<file path="src/rtl/sdram_arb2.sv">
// Two-port round-robin arbiter in front of a single SDRAM controller command port.
// Grants one transaction at a time, then forwards the ack and any read data to the winner.
module sdram_arb2 #(
    parameter int ADDR_W     = 24,
    parameter int DATA_W     = 16,
    parameter int RD_TIMEOUT = 255
) (
    input  logic              clk,
    input  logic              reset_l,
    input  logic              m0_req,
    input  logic [ADDR_W-1:0] m0_addr,
    input  logic              m0_rh_wl,
    input  logic [DATA_W-1:0] m0_data_w,
    output logic              m0_ack,
    output logic [DATA_W-1:0] m0_data_r,
    output logic              m0_data_r_en,
    input  logic              m1_req,
    input  logic [ADDR_W-1:0] m1_addr,
    input  logic              m1_rh_wl,
    input  logic [DATA_W-1:0] m1_data_w,
    output logic              m1_ack,
    output logic [DATA_W-1:0] m1_data_r,
    output logic              m1_data_r_en,
    output logic              sdram_req,
    output logic [ADDR_W-1:0] sdram_addr,
    output logic              sdram_rh_wl,
    output logic [DATA_W-1:0] sdram_data_w,
    input  logic              sdram_ack,
    input  logic [DATA_W-1:0] sdram_data_r,
    input  logic              sdram_data_r_en,
    output logic              rd_timeout
);

    localparam int CNT_W = 16;

    typedef enum logic [1:0] {IDLE, ISSUE, WAIT_RD} state_t;

    state_t                 state_q, state_d;
    logic                   last_grant_q, last_grant_d;
    logic                   grant_q, grant_d;
    logic [CNT_W-1:0]       cnt_q, cnt_d;
    logic                   sdram_req_q, sdram_req_d;
    logic [ADDR_W-1:0]      sdram_addr_q, sdram_addr_d;
    logic                   sdram_rh_wl_q, sdram_rh_wl_d;
    logic [DATA_W-1:0]      sdram_data_w_q, sdram_data_w_d;
    logic [1:0]             ack_q, ack_d;
    logic [1:0]             data_r_en_q, data_r_en_d;
    logic [1:0][DATA_W-1:0] data_r_q, data_r_d;
    logic                   rd_timeout_q, rd_timeout_d;
    logic [1:0]             eligible;
    logic                   gsel;

    // A port whose ack is still pulsing has just been served; masking it stops a re-grant.
    assign eligible = {m1_req & ~ack_q[1], m0_req & ~ack_q[0]};

    always_comb begin
        state_d        = state_q;
        last_grant_d   = last_grant_q;
        grant_d        = grant_q;
        cnt_d          = cnt_q;
        sdram_req_d    = sdram_req_q;
        sdram_addr_d   = sdram_addr_q;
        sdram_rh_wl_d  = sdram_rh_wl_q;
        sdram_data_w_d = sdram_data_w_q;
        ack_d          = '0;
        data_r_en_d    = '0;
        data_r_d       = data_r_q;
        rd_timeout_d   = 1'b0;
        gsel           = (eligible == 2'b11) ? ~last_grant_q : eligible[1];

        case (state_q)
            IDLE: begin
                if (|eligible) begin
                    grant_d        = gsel;
                    last_grant_d   = gsel;
                    sdram_req_d    = 1'b1;
                    sdram_addr_d   = gsel ? m1_addr   : m0_addr;
                    sdram_rh_wl_d  = gsel ? m1_rh_wl  : m0_rh_wl;
                    sdram_data_w_d = gsel ? m1_data_w : m0_data_w;
                    state_d        = ISSUE;
                end
            end
            ISSUE: begin
                if (sdram_ack) begin
                    sdram_req_d     = 1'b0;
                    ack_d[grant_q]  = 1'b1;
                    if (sdram_rh_wl_q) begin
                        cnt_d   = CNT_W'(RD_TIMEOUT);
                        state_d = WAIT_RD;
                    end else begin
                        state_d = IDLE;
                    end
                end
            end
            WAIT_RD: begin
                // Data arriving in the last allowed cycle still beats the timeout.
                if (sdram_data_r_en) begin
                    data_r_d[grant_q]    = sdram_data_r;
                    data_r_en_d[grant_q] = 1'b1;
                    cnt_d                = '0;
                    state_d              = IDLE;
                end else if (cnt_q <= CNT_W'(1)) begin
                    rd_timeout_d = 1'b1;
                    cnt_d        = '0;
                    state_d      = IDLE;
                end else begin
                    cnt_d = cnt_q - CNT_W'(1);
                end
            end
            default: state_d = IDLE;
        endcase
    end

    always_ff @(posedge clk or negedge reset_l) begin
        if (!reset_l) begin
            state_q        <= IDLE;
            last_grant_q   <= 1'b1;
            grant_q        <= 1'b0;
            cnt_q          <= '0;
            sdram_req_q    <= 1'b0;
            sdram_addr_q   <= '0;
            sdram_rh_wl_q  <= 1'b1;
            sdram_data_w_q <= '0;
            ack_q          <= '0;
            data_r_en_q    <= '0;
            data_r_q       <= '0;
            rd_timeout_q   <= 1'b0;
        end else begin
            state_q        <= state_d;
            last_grant_q   <= last_grant_d;
            grant_q        <= grant_d;
            cnt_q          <= cnt_d;
            sdram_req_q    <= sdram_req_d;
            sdram_addr_q   <= sdram_addr_d;
            sdram_rh_wl_q  <= sdram_rh_wl_d;
            sdram_data_w_q <= sdram_data_w_d;
            ack_q          <= ack_d;
            data_r_en_q    <= data_r_en_d;
            data_r_q       <= data_r_d;
            rd_timeout_q   <= rd_timeout_d;
        end
    end

    assign sdram_req    = sdram_req_q;
    assign sdram_addr   = sdram_addr_q;
    assign sdram_rh_wl  = sdram_rh_wl_q;
    assign sdram_data_w = sdram_data_w_q;
    assign m0_ack       = ack_q[0];
    assign m1_ack       = ack_q[1];
    assign m0_data_r_en = data_r_en_q[0];
    assign m1_data_r_en = data_r_en_q[1];
    assign m0_data_r    = data_r_q[0];
    assign m1_data_r    = data_r_q[1];
    assign rd_timeout   = rd_timeout_q;

endmodule

</file>
<file path="config.mk">
export PLATFORM = sky130hd
export DESIGN_NAME = sdram_arb2
export DESIGN_NICKNAME = d
export VERILOG_FILES = /design/src/rtl/sdram_arb2.sv
export SDC_FILE = /design/constraint.sdc
export NUM_CORES = 1
export LEC_CHECK = 0
export CORE_ASPECT_RATIO = 0.75
export CORE_MARGIN = 8
export CORE_UTILIZATION = 43
export CTS_CLUSTER_SIZE = 12
export DETAILED_ROUTE_END_ITERATION = 12
export GPL_TIMING_DRIVEN = 0
export PLACE_DENSITY_LB_ADDON = 0.25
export SETUP_SLACK_MARGIN = 0.02
export SLEW_MARGIN = 0
export SYNTH_ARGS = -nofsm -noshare
export SYNTH_HDL_FRONTEND = slang
export SYNTH_SLANG_ARGS = --single-unit
export TNS_END_PERCENT = 5
</file>
<file path="constraint.sdc">
create_clock -name clk -period 2.3 [get_ports clk]
set_input_delay 0.575 -clock clk [delete_from_list [all_inputs] [get_ports clk]]
set_output_delay 0.575 -clock clk [all_outputs]
set_load 0.1 [all_outputs]
</file>
After elaboration in Yosys (flattened, before gate mapping)

Cells that the tools add are included.
Widths: inputs -> output; s select.

Flip-flop bits (word level): 99
Input port bits: 104
Logic and storage cells: 69

Add/subtract/negate cells: 1
Magnitude comparators: 3
Equality and inequality tests: 7
Multiplexer cells: 30
Bitwise logic cells: 5
Reductions and logical operators: 10

Operators with widths:

| kind                  | count |
|---|---|
| $mux 16               | 6 |
| $bwmux 32             | 1 |
| $pmux 16 s2           | 1 |
| $mux 24               | 1 |
| $mux 2                | 9 |
| $demux 16 s1          | 1 |
| $le 16x1->1 const B   | 1 |
| $sub 16x1->16 const B | 1 |
| $reduce_and 3->1      | 3 |
| $mux 1                | 8 |
| $ne 2x2->1 const B    | 3 |
| $pmux 2 s3            | 1 |
| $eq 2x2->1 const B    | 2 |
| $reduce_and 2->1      | 2 |
| $reduce_bool 2->1     | 2 |
| $ne 3x3->1 const B    | 1 |
| $not 1->1             | 3 |
| $and 1x1->1           | 2 |
| $eq 2x1->1 const B    | 1 |
| $logic_not 2->1       | 1 |
| $lt 1x2->1 const B    | 1 |
| $pmux 1 s2            | 1 |
| $reduce_or 2->1       | 1 |
| $demux 1 s1           | 1 |
| 2 further kinds       | 2 |

Longest topological paths before layout

Word-level depth: 6
Depth in mapped cells: 8

Worst setup path after synthesis

No wires, ideal clock.

Path type: flip-flop to flip-flop
From: reg ack_q[1]
To: reg sdram_data_w_q[12] (netlist: sdram_data_w[12])
Data arrival time: 2201 ps
Setup slack: 23 ps
Cell stages (with the launch flop): 9
Buffers on the path: 3
Clock period less this slack: 2277 ps
Cells stage by stage: dfrtp_1 inv_1 a21oi_1 or3_1 clkbuf_1 clkbuf_1 clkbuf_1 nand2_1 o21ai_1

Longest elaborated chain between the ends: 5
Elaborated cells on any way between the ends: 7

Ends and longest elaborated chain:

| element                  | line | text |
|---|---|---|
| start: declaration       | 46   | `logic [1:0] ack_q, ack_d;` |
| start signal: assignment | 137  | `ack_q <= ack_d;` |
| $not 1->1 *              | 54   | `assign eligible = {m1_req & ~ack_q[1], m0_req & ~ack_q[0]};` |
| $and 1x1->1 *            | 54   |  |
| $eq 2x2->1               | 69   | `gsel = (eligible == 2'b11) ? ~last_grant_q : eligible[1];` |
| $mux 1                   | 69   |  |
| $mux 16                  | 79   | `sdram_data_w_d = gsel ? m1_data_w : m0_data_w;` |
| end signal: assignment   | 136  | `sdram_data_w_q <= sdram_data_w_d;` |
| end: declaration         | 45   | `logic [DATA_W-1:0] sdram_data_w_q, sdram_data_w_d;` |

Every way passes the cells marked *; elsewhere a longest branch is shown, timed or not.
A chain may end at the register's enable or synchronous reset.

Worst setup path after layout

From: reg cnt_q[0]
To: reg cnt_q[15]

Longest elaborated chain between the ends: 4
Elaborated cells on any way between the ends: 5

Ends and longest elaborated chain:

| element                                      | line     | text |
|---|---|---|
| start: declaration                           | 41       | `logic [CNT_W-1:0] cnt_q, cnt_d;` |
| start signal: assignment                     | 132      | `cnt_q <= cnt_d;` |
| $sub 16x1->16 or $le 16x1->1 (tied branches) | 107, 102 |  |
| $mux 16 *                                    | 102      | `end else if (cnt_q <= CNT_W'(1)) begin` |
| $mux 16 *                                    | 97       | `if (sdram_data_r_en) begin` |
| $pmux 16 s2 *                                | 71       | `case (state_q)` |

Marks and branches as above.

==> impl_results.md <==
- Worst-skew pair later-pin latency: 0.35 ns
- Largest buffer count on any clock path: 2
- Share of layout cells above drive strength 1: 12.7%
- Area delta synth->final: 51.4%
- Post-layout net count: 693
- Tcrit/Tclk final: 97.2%
- I/O Buffers: 182
- Post-CTS Setup Bufs: 0
- Yosys warning count: 0
- Initial DRC count: 228
- Die Ht: 104 um
- Final WL: 13.1 mm
- FF-to-FF path depth: 8
- Core area: 10100 um^2
- Setup Viol. Count Final: 0
- Synthesized Nets: 500
- Worst r2r dst: cnt_q[15]
- GRT overflow: 0
- Crit path arrival time: 2.49 ns
- Starting density of the core: 43.4%
- RSZ-0062 raised after global routing: true
- Actual slew at the worst max-slew pin: 1.04 ns
- Hold Worst Slack: 0.198 ns
- Crit end category: register
- Required @ worst endpoint: 2.56 ns
- Netlist cell types: 45
- Ranking of synthesized cells by area: dfrtp_1, mux2i_1, mux2_2
- Commonest cells after routing, fill and taps aside: clkdlybuf4s50_1, dfrtp_1, dlygate4sd2_1, nand2_1, o21ai_0
- CTS Sinks: 99
- Cells after Synth: 394
- Inst Count DP: 713
- Clock transition at the registers of the reported paths: 0.07 ns
- R2r startpoint: cnt_q[0]
- Dpl hpwl: 10.2 mm
- Io pins: 183
- Post-synth ARST share: 100%
- Vias in the first global route: 4012
- Top FF cell, synth: dfrtp_1
- Register bit total from synthesis: 99
- Status: finished, final reports clean
- Reg2reg setup slack: 0.06 ns
- Average cell area after synthesis: 11.1 um^2
- First-pass GRT wire length: 20.9 mm
- Placed Area: 6410 um^2
- Finished Layout Cells: 728
- Seq/Total Area, Yosys: 56.5%
- Max Freq: 447 MHz
- Hold-fix buffers at CTS: 0
- Max Cap Viol: 0
- Crit Path Max Fanout: 10
- Detailed-route DRC error count: 0
- Placer Congestion: 0.784
- Critical Path Source Type: register
- Setup CP Type: register to register
- WL/cell: 18.0 um
- Die Wd: 133 um
- Num CTS Buffers: 9
- Via count: 3768
- Tmin final: 2.24 ns
- CTS root buffer: clkbuf_16
- Initial antenna violation count: 0
- Fin. Hold Viols: 0
- Finished Cell Area: 6650 um^2
- Die Area: 13700 um^2
- Post-Syn Area: 4390 um^2
- Worst slew margin: 31.1%
- Final clock skew: 0.0107 ns
- DRT Pass-1 Iters: 5
- H-tree Lvls: 3
- Post-cts repair resize count: 87
- FP Rows: 32
- Largest net degree at the start of global routing: 63
- CTS tree: built
- EDFF count, synth: 0
- Worst hold path type: input pin to asynchronous set/reset pin
- Commonest non-fill, non-tap cell in the layout: clkdlybuf4s50_1
- Max Slew Vio Count: 0
- GRT Total Usage: 18.9%
- ANT nets after route: 0
- DR vias/cell: 5.18
- Post-synth top area share: 55.3%
- Antenna diodes: 0
- Most area-hungry cell type in the Yosys netlist: dfrtp_1
[through the flow]
stage | util [%] | TNS, ns | setup WS, ns
6_report | 65.6 | 0 | 0.0643
5_1_grt | 65.6 | -0.0760 | -0.0760
4_1_cts | 65.5 | 0 | 0.0382
3_5_place_dp | 63.3 | -18.47 | -0.447
3_3_place_gp | 63.0 | -308.71 | -3.01
2_1_floorplan | - | 0 | 0.0227
[worst max path at each step]
stage                     cells past startpoint  slack [ns]     start               end
after CTS                                     8        0.04    m0_req    sdram_addr[23]
after global routing                          8       -0.08  cnt_q[0]         cnt_q[15]
after global placement                        1       -3.01   reset_l     m0_data_r[12]
after floorplan                               8        0.02  ack_q[1]  sdram_data_w[12]
final                                         8        0.06  cnt_q[0]         cnt_q[15]
after detailed placement                      9       -0.45    m0_req    sdram_addr[11]
[cell families after synthesis]
group	Yosys count	synth area share, %
muxes	74	17.8
AOI/OAI and AO/OA	84	10.9
buffers and inverters	32	3.05
and+or+nand+nor	103	11.3
adders and majority gates	2	0.570
DFF	99	56.5
[worst max-delay path: stages (launching register included)]
cell and delay [ns]:
dfrtp_1 0.42, inv_1 0.11, ha_1 0.26, nor2_1 0.22
nor4b_4 0.10, a211o_1 0.30, buf_4 0.17, or4_1 0.47
o211ai_1 0.10
[cell type report]
cell class	instances	area, um^2
Clock inverter	7	80.1
Tap cell	136	170
Multi-Input combinational cell	263	1800
Buffer	22	108
Timing Repair Buffer	183	1750
Fill cell	861	3480
Sequential cell	99	2480
Clock buffer	9	225
Inverter	9	33.8
[sequential cells by signal (all words and copies together) (netlist names)]
name,cells
sdram_rh_wl,1
sdram_addr,24
data_r_en_q,2
ack_q,2
rd_timeout,1
sdram_data_w,16
cnt_q,16
last_grant_q,1
state_q,2
grant_q,1
m1_data_r,16
m0_data_r,16
sdram_req,1
[Yosys cell counts (all sizes together), types with 2 or more instances]
cell type   n
nand3      10
or4         2
nor2b       4
and3        2
buf        10
o211ai      2
clkbuf     13
mux2       32
o21ai      53
nand2      55
dfstp       2
a21oi      10
nor4        3
a21o        2
a22o        2
nand2b      2
nor2       12
nor3        5
mux2i      42
inv         9
ha          2
o31ai       2
or3         2
dfrtp      97
a31oi       5
[routing by layer]
metal / vias to the layer above / GRT usage, % / routed length (um)
li1: 1774 / - / -
met1: 1841 / 21.3 / 5200
met2: 139 / 31.3 / 6370
met3: 14 / 9.31 / 1350
met4: 0 / 5.09 / 183
met5: - / 0 / 0
Power is left out: the tool's default activity adds up to more than one toggle a clock period on the data nets, which glitch-free logic cannot reach.
